===== src/rtl/if_fetch_unit_if.sv =====
// if_fetch_unit_if: in-order req/gnt/rvalid instruction-memory port.
interface if_fetch_unit_if #(parameter int XLEN = 32);
    logic            req;
    logic [XLEN-1:0] addr;
    logic            gnt;
    logic            rvalid;
    logic [XLEN-1:0] rdata;
    modport master(output req, addr, input gnt, rvalid, rdata);
    modport slave(input req, addr, output gnt, rvalid, rdata);
endinterface


===== src/rtl/if_fetch_unit.sv =====
// if_fetch_unit: PC owner, imem requester and fetch buffer feeding the IF/ID register.
module if_fetch_unit #(
    parameter int              XLEN       = 32,
    parameter logic [XLEN-1:0] RESET_PC   = '0,
    parameter int              FIFO_DEPTH = 2,
    parameter int              MAX_OUTST  = 2,
    parameter logic [XLEN-1:0] NOP_INSTR  = XLEN'(32'h0000_0013)
) (
    input  logic             clock,
    input  logic             reset,
    input  logic             stall,
    input  logic             redirect_valid,
    input  logic [XLEN-1:0]  redirect_pc,
    if_fetch_unit_if.master  imem,
    output logic [XLEN-1:0]  if_pc_out,
    output logic [XLEN-1:0]  if_instr_out,
    output logic             if_valid_out,
    output logic             if_id_flush
);
    localparam int CW = $clog2(FIFO_DEPTH + 1);
    localparam int FW = $clog2(FIFO_DEPTH);
    localparam int QW = MAX_OUTST > 1 ? $clog2(MAX_OUTST) : 1;
    typedef enum logic {FETCH, DRAIN} state_t;
    state_t          state;
    logic [XLEN-1:0] pc;
    logic [CW-1:0]   outst, count, drop, drop_next;
    logic [XLEN-1:0] fifo_pc [FIFO_DEPTH];
    logic [XLEN-1:0] fifo_instr [FIFO_DEPTH];
    logic [FW-1:0]   rd_ptr, wr_ptr;
    logic [XLEN-1:0] pc_q [MAX_OUTST];
    logic [QW-1:0]   q_rd, q_wr;
    logic            valid, accept, resp, push, pop;
    always_comb begin
        valid        = (count != '0) & ~reset;
        imem.req     = ~reset & (state == FETCH) & ~redirect_valid & (outst < CW'(MAX_OUTST))
                       & ({1'b0, outst} + {1'b0, count} < (CW+1)'(FIFO_DEPTH));
        imem.addr    = pc;
        accept       = imem.req & imem.gnt;
        resp         = imem.rvalid & (outst != '0);
        push         = resp & (drop == '0) & ~redirect_valid;
        pop          = valid & ~stall;
        // a redirect turns every word still in flight (minus one arriving now) into stale data
        drop_next    = redirect_valid ? outst - CW'(resp) : drop - CW'(resp & (drop != '0));
        if_valid_out = valid;
        if_pc_out    = valid ? fifo_pc[rd_ptr] : '0;
        if_instr_out = valid ? fifo_instr[rd_ptr] : NOP_INSTR;
        if_id_flush  = redirect_valid & ~reset;
    end
    always_ff @(posedge clock) begin
        if (accept) pc_q[q_wr] <= pc;
        if (push) begin
            fifo_pc[wr_ptr]    <= pc_q[q_rd];
            fifo_instr[wr_ptr] <= imem.rdata;
        end
    end
    always_ff @(posedge clock) begin
        if (reset) begin
            state  <= FETCH;
            pc     <= RESET_PC;
            outst  <= '0;
            count  <= '0;
            drop   <= '0;
            rd_ptr <= '0;
            wr_ptr <= '0;
            q_rd   <= '0;
            q_wr   <= '0;
        end else begin
            outst <= outst + CW'(accept) - CW'(resp);
            drop  <= drop_next;
            if (accept) q_wr <= (q_wr == QW'(MAX_OUTST - 1)) ? '0 : q_wr + QW'(1);
            if (resp) q_rd <= (q_rd == QW'(MAX_OUTST - 1)) ? '0 : q_rd + QW'(1);
            if (redirect_valid) begin
                pc     <= {redirect_pc[XLEN-1:2], 2'b00};
                count  <= '0;
                rd_ptr <= wr_ptr;
                state  <= (drop_next != '0) ? DRAIN : FETCH;
            end else begin
                if (accept) pc <= pc + XLEN'(4);
                if (push) wr_ptr <= wr_ptr + FW'(1);
                if (pop) rd_ptr <= rd_ptr + FW'(1);
                count <= count + CW'(push) - CW'(pop);
                state <= (state == DRAIN && drop_next == '0) ? FETCH : state;
            end
        end
    end
endmodule


===== src/flat_wrapper.sv =====
// flat-port wrapper written by rule: the top's interface ports become plain ports
module if_fetch_unit_flat 
#(
    parameter int              XLEN       = 32,
    parameter logic [XLEN-1:0] RESET_PC   = '0,
    parameter int              FIFO_DEPTH = 2,
    parameter int              MAX_OUTST  = 2,
    parameter logic [XLEN-1:0] NOP_INSTR  = XLEN'(32'h0000_0013)
)
  (clock, reset, stall, redirect_valid, redirect_pc, if_pc_out, if_instr_out, if_valid_out, if_id_flush, imem_req, imem_addr, imem_gnt, imem_rvalid, imem_rdata);
  if_fetch_unit_if #(.XLEN(XLEN)) imem_i ();
  input  logic clock;
  input  logic reset;
  input  logic stall;
  input  logic redirect_valid;
  input  logic [XLEN-1:0] redirect_pc;
  output logic [XLEN-1:0] if_pc_out;
  output logic [XLEN-1:0] if_instr_out;
  output logic if_valid_out;
  output logic if_id_flush;
  output wire logic [$bits(imem_i.req)-1:0] imem_req;
  output wire logic [$bits(imem_i.addr)-1:0] imem_addr;
  input wire logic [$bits(imem_i.gnt)-1:0] imem_gnt;
  input wire logic [$bits(imem_i.rvalid)-1:0] imem_rvalid;
  input wire logic [$bits(imem_i.rdata)-1:0] imem_rdata;
  assign imem_req = imem_i.req;
  assign imem_addr = imem_i.addr;
  assign imem_i.gnt = imem_gnt;
  assign imem_i.rvalid = imem_rvalid;
  assign imem_i.rdata = imem_rdata;
  if_fetch_unit #(.XLEN(XLEN), .RESET_PC(RESET_PC), .FIFO_DEPTH(FIFO_DEPTH), .MAX_OUTST(MAX_OUTST), .NOP_INSTR(NOP_INSTR)) u_core (.clock(clock), .reset(reset), .stall(stall), .redirect_valid(redirect_valid), .redirect_pc(redirect_pc), .imem(imem_i), .if_pc_out(if_pc_out), .if_instr_out(if_instr_out), .if_valid_out(if_valid_out), .if_id_flush(if_id_flush));
endmodule

===== config.mk =====
export PLATFORM = sky130hd
export DESIGN_NAME = if_fetch_unit_flat
export DESIGN_NICKNAME = d
export VERILOG_FILES = /design/src/rtl/if_fetch_unit_if.sv /design/src/rtl/if_fetch_unit.sv /design/src/flat_wrapper.sv
export SDC_FILE = /design/constraint.sdc
export NUM_CORES = 1
export LEC_CHECK = 0
export ABC_AREA = 1
export CAP_MARGIN = 20
export CORE_MARGIN = 1
export CORE_UTILIZATION = 45
export CTS_BUF_LIST = sky130_fd_sc_hd__clkbuf_8 sky130_fd_sc_hd__clkbuf_16
export DETAILED_ROUTE_END_ITERATION = 8
export GPL_TIMING_DRIVEN = 0
export PLACE_DENSITY = 0.69
export SLEW_MARGIN = 20
export SYNTH_ARGS = -nofsm -noshare
export SYNTH_HDL_FRONTEND = slang
export SYNTH_SLANG_ARGS = --single-unit

===== constraint.sdc =====
create_clock -name clock -period 6 [get_ports clock]
set_input_delay 1.2 -clock clock [delete_from_list [all_inputs] [get_ports clock]]
set_output_delay 1.2 -clock clock [all_outputs]
set_load 0.01 [all_outputs]

# After elaboration in Yosys (flattened, before gate mapping)

Memories as Yosys holds them, arrays and structs flattened. A register that Yosys moved wholly into a read port is not among the register bits.
Cells that the tools add are included.

Bits of input ports: 70
Bits in registers: 43
Logic and storage cells: 77
Output and inout port bits: 99
RAM bits: 192
Memories: 3

Bitwise operators: 16
Reductions and logical operators: 12
Muxes and demuxes: 22
$add $sub $neg: 12
Magnitude comparators: 2

Memory list:

| memory            | words | width | rd ports | clocked after Yosys merged registers in | write ports | line                | RTL |
|---|---|---|---|---|---|---|---|
| u_core.fifo_instr | 2     | 32    | 1        | 1                                       | 1           | if_fetch_unit.sv:28 | `logic [XLEN-1:0] fifo_instr [FIFO_DEPTH];` |
| u_core.fifo_pc    | 2     | 32    | 1        | 1                                       | 1           | if_fetch_unit.sv:27 | `logic [XLEN-1:0] fifo_pc [FIFO_DEPTH];` |
| u_core.pc_q       | 2     | 32    | 1        | 1                                       | 1           | if_fetch_unit.sv:30 | `logic [XLEN-1:0] pc_q [MAX_OUTST];` |

Operator list:

| operator                                                             | number |
|---|---|
| 32-bit two-way mux                                                   | 4 |
| 32-bit by 3-bit adder with 32-bit output, second input constant      | 1 |
| 1-bit two-way mux                                                    | 17 |
| 2-bit nonzero test                                                   | 7 |
| 1-bit bitwise AND                                                    | 12 |
| 2-bit by 1-bit subtractor with 2-bit output                          | 3 |
| 1-bit adder, second input constant                                   | 4 |
| 2-bit by 1-bit adder with 2-bit output                               | 2 |
| 2-bit logical NOT                                                    | 2 |
| 1-bit NOT                                                            | 4 |
| 2-bit by 2-bit adder with 3-bit output                               | 1 |
| 3-bit by 2-bit < comparator with 1-bit output, second input constant | 1 |
| 2-bit < comparator, second input constant                            | 1 |
| 2-bit two-way mux                                                    | 1 |
| 2-bit AND reduction                                                  | 1 |
| 2-bit OR reduction                                                   | 1 |
| 2-bit subtractor                                                     | 1 |
| 1-bit logical AND                                                    | 1 |

# Logic depth before layout (Yosys ltp)

Depth after elaboration: 9
Gate-level depth with buffers: 11
Gate-level depth less buffers: 10

# Worst setup path before layout

No wires, ideal clock.

Path type: input -> register
Start: input port imem_rvalid
End: memory u_core.fifo_instr[1][0] (enable)
Path buffers: 0
Stages on the path: 4
Library setup time: 0.484 ns
Required time: 5.516 ns
Setup slack: 1.362 ns
Arrival time: 4.154 ns
Path through: o21ai_0 inv_1 nand3_1 nor2_1

Cells in the longest elaborated chain, start to end: 5

RTL lines:

| item                                    | line                | RTL |
|---|---|---|
| start: declaration                      | flat_wrapper.sv:24  | `input wire logic [$bits(imem_i.rvalid)-1:0] imem_rvalid;` |
| 1-bit bitwise AND                       | if_fetch_unit.sv:39 | `resp = imem.rvalid & (outst != '0);` |
| net u_core.resp                         | if_fetch_unit.sv:32 | `logic valid, accept, resp, push, pop;` |
| 1-bit bitwise AND (2 in a row)          | if_fetch_unit.sv:40 | `push = resp & (drop == '0) & ~redirect_valid;` |
| 1-bit two-way mux                       | if_fetch_unit.sv:51 | `if (push) begin` |
| 1-bit two-way mux (not written as such) | if_fetch_unit.sv:53 | `fifo_instr[wr_ptr] <= imem.rdata;` |
| end: declaration                        | if_fetch_unit.sv:28 |  |

The timed path passes the listed nets, and every way through them passes these cells.

# Final worst setup path

Start: input port reset
End: output port if_instr_out[29]

Cells in the longest elaborated chain, start to end: 3

RTL lines:

| item               | line                | RTL |
|---|---|---|
| start: declaration | flat_wrapper.sv:13  | `input logic reset;` |
| 1-bit NOT          | if_fetch_unit.sv:34 | `valid = (count != '0) & ~reset;` |
| 1-bit bitwise AND  | if_fetch_unit.sv:34 |  |
| 32-bit two-way mux | if_fetch_unit.sv:46 | `if_instr_out = valid ? fifo_instr[rd_ptr] : NOP_INSTR;` |
| end: declaration   | flat_wrapper.sv:18  | `output logic [XLEN-1:0] if_instr_out;` |

No other way between the ends.

==> flow_metrics.py <==
metrics = {
    "outcome": {
        "outcome": "completed",
    },
    "setup_path": {
        "cp.buffers_inverters": 6,
        "critPathTopFamily": "buffers and inverters",
        "crit_required_ns": 4.80,
        "crit_type": "in -> out",
        "max_stage_delay_ns": 0.54,
        "slowest_stage": "clkdlybuf4s50_1",
        "start_kind": "primary input",
        "cp-end-kind": "output pin",
        "arrival_ns": 3.70,
        "reg2reg_from": "u_core.outst[0]",
        "crit_fanout": 10,
        "crit_start": "reset",
        "crit_path_cell_trace": "clkdlybuf4s50_1 -> inv_1 -> o21ai_0 -> inv_2 -> clkbuf_1 -> nand2_1 -> inv_1 -> clkdlybuf4s50_1",
    },
    "layout": {
        "multi_input_area_mm2": 0.00296,
        "drive_gt1_frac": 0.169,
        "layout.nets": 1161,
        "fillers": 1774,
        "area.sequential_mm2": 0.00639,
        "diodes": 0,
        "instances_no_fill": 1381,
        "areaGrowthSynthToFinish_pct": 29.7,
        "fin_area_mm2": 0.0129,
    },
    "synthesis": {
        "synth-xor-area-share": 0.00702,
        "ys_top_cells_by_area": "edfxtp_1 (55%), mux2_2 (10%), dfxtp_1 (8.6%)",
        "yosys.area_share.adder": 0.00953,
        "synth_mux_area_frac": 0.100,
        "ys_ff_latch": 227,
        "syn_inst": 887,
        "syn_area_mm2": 0.00998,
        "synth_seq_area_share": 0.640,
        "yosysUniqueCellTypes": 34,
        "yosys_warnings": 0,
        "synth_top_area_share": 0.554,
        "synth_top_family_by_area": "simple AND/OR/NAND/NOR gates",
        "post-synth-top-area-cell": "edfxtp_1",
        "syn_area_per_cell_um2": 11.2,
        "synth_compound_area_frac": 0.0354,
        "yosys.area_share.simple": 0.140,
    },
    "placement": {
        "dpl.hpwl_um": 15100,
        "io_buffer_count": 162,
        "preCtsSetupSlack_ns": 1.10,
        "routabilityCongestion": 0.908,
        "placed_area_mm2": 0.0121,
        "dpl.cell_count": 1338,
    },
    "die": {
        "die_width_um": 151,
        "dieArea_mm2": 0.0228,
        "rows": 54,
        "design.core.area_mm2": 0.0218,
        "start_util": 0.459,
        "io_pins": 169,
        "die_h_um": 151,
    },
    "cts": {
        "path_clk_slew_ns": 0.06,
        "clockBufferDepth": 3,
        "cts-hold-fix-buffers": 0,
        "clock_sinks": 227,
        "cts-root-buf": "clkbuf_16",
        "cts_max_level": 1,
        "worstSkewPairLatency_ns": 0.51,
        "cts_resized": 0,
        "cts_buffers": 24,
        "cts_tree": "yes",
        "cts_setup_buffers": 0,
    },
    "sta": {
        "rsz0062_at_grt": "no",
        "min_period_ns": 4.90,
        "worstMarginPinSlew_ns": 0.727,
        "setup_ws_ns": 1.10,
        "finalHoldViolCount": 0,
        "drv_slew": 0,
        "setup_viol": 0,
        "max_freq_ghz": 0.204,
        "post-route-period-util": 0.816,
        "relSlewSlack": 0.515,
        "skew_ns": 0.0140,
    },
    "routing": {
        "drt_iter0_drc": 473,
        "routed-wl-met3_um": 1400,
        "wl_per_cell_um": 15.6,
        "drtPass1Iterations": 5,
        "highest_layer": "met4",
        "drt.antenna.violating_nets": 0,
        "met2WireLength_um": 10100,
        "route.final.wire_length_um": 21500,
        "route.detailed.drc": 0,
        "wl_met1_um": 9710,
        "vias_per_cell": 4.85,
        "num_vias": 6696,
    },
    "global_routing": {
        "grt_pass1_vias": 6455,
        "grt_max_degree": 26,
        "overflow": 0,
        "grt_pass1_wl_um": 33300,
        "gr-usage-all-layers": 0.188,
        "antenna_found_initial": 1,
    },
    "run": {
        "max_cap_viol_count": 0,
    },
    "pwr": {
        "ir_worst_vdd_uv": 179,
        "p_leak_uw": 0.00504,
        "powerDensity_mw_per_mm2": 307,
    },
    "hold_path": {
        "hold_start": "u_core.q_rd",
        "hold_path_class": "reg -> reg",
    },
}
## worst paths after layout
| path | end | slack, ns | depth (start not counted) |
|---|---|---|---|
| min reg2reg | u_core.q_rd | 0.47 | 1 |
| max reg2reg | u_core.pc_q[1][30] | 3.31 | 8 |
| max | if_instr_out[29] | 1.10 | 8 |
| min | u_core.q_rd | 0.47 | 1 |
## metrics by stage
stage	utilization	hold slack [ns]	TNS [ns]	power, uW
floorplan	-	0.426	0	2270
CTS	0.595	0.463	0	4010
detailed placement	0.557	0.453	0	2500
global placement	0.550	0.435	-105.29	2470
finish	0.595	0.472	0	3970
global route	0.595	0.480	0	4130
## cells in the final DEF (no fill, tap or decap), drive strengths merged, types with 2 or more instances in the layout
cell type        n
xor2             3
dfxtp           43
o21ai           21
a22oi            2
a21oi           27
clkdlybuf4s50  162
ha               6
buf             28
nand4            3
o21bai           2
nand2          200
bufinv           2
nor2            64
nand3           51
mux2            89
conb             4
inv            144
o211ai           6
clkbuf          39
xnor2            5
edfxtp         184
clkinv           4
a31oi            4
nor3             3
## flip-flops by register name, summed over array words and instances (netlist names), named ones only
register,cells
u_core.fifo_instr,64
u_core.fifo_pc,60
u_core.pc_q,60
u_core.imem.addr,30
u_core.count,2
u_core.drop,2
u_core.outst,2
u_core.q_rd,1
u_core.q_wr,1
u_core.rd_ptr,1
u_core.state,1
u_core.wr_ptr,1
## cell type report
type	count	share of cell area
buffer	32	0.0120
clock buffer	29	0.0543
clock inverter	14	0.00889
inverter	137	0.0397
multi-input combinational	494	0.229
sequential	227	0.493
tap	280	0.0271
timing repair buffer	168	0.136
## kinds of logic (layout without fill, tap and decap cells)
| logic type | count (synthesis) | in the layout |
|---|---|---|
| adder cells (fa/ha/maj) | 7 | 7 |
| multiplexers | 89 | 89 |
| XOR/XNOR | 8 | 8 |
| AND/OR/NAND/NOR | 323 | 323 |
| buffers and inverters | 169 | 380 |
| AO/OA/AOI/OAI | 63 | 63 |
| flip-flops | 227 | 227 |
| other | 1 | 4 |
## power breakdown
part	internal, uW	switching [uW]	total [uW]
combinational	266	281	547
sequential	1850	68.7	1920
clock	914	589	1500
total	3030	939	3970
## cells in the mapped netlist, drive strengths merged
library cell / instances
clkbuf: 10
a22oi: 2
ha: 6
or2: 1
a31oi: 4
mux2: 89
and2: 1
conb: 1
o22ai: 1
dfxtp: 43
inv: 137
xnor2: 5
o211ai: 6
a21oi: 27
nand3: 51
nor2: 64
o21bai: 2
o21ai: 21
xor2: 3
edfxtp: 184
buf: 22
fa: 1
nor3: 3
nand4: 3
nand2: 200
## layer usage
layer | up-vias | track usage
met3 | 25 | 0.0322
met5 | - | 0
met4 | 0 | 0.0520
met1 | 3107 | 0.253
li1 | 3343 | -
met2 | 221 | 0.315
No activity file was read; power rests on OpenSTA's default activity.
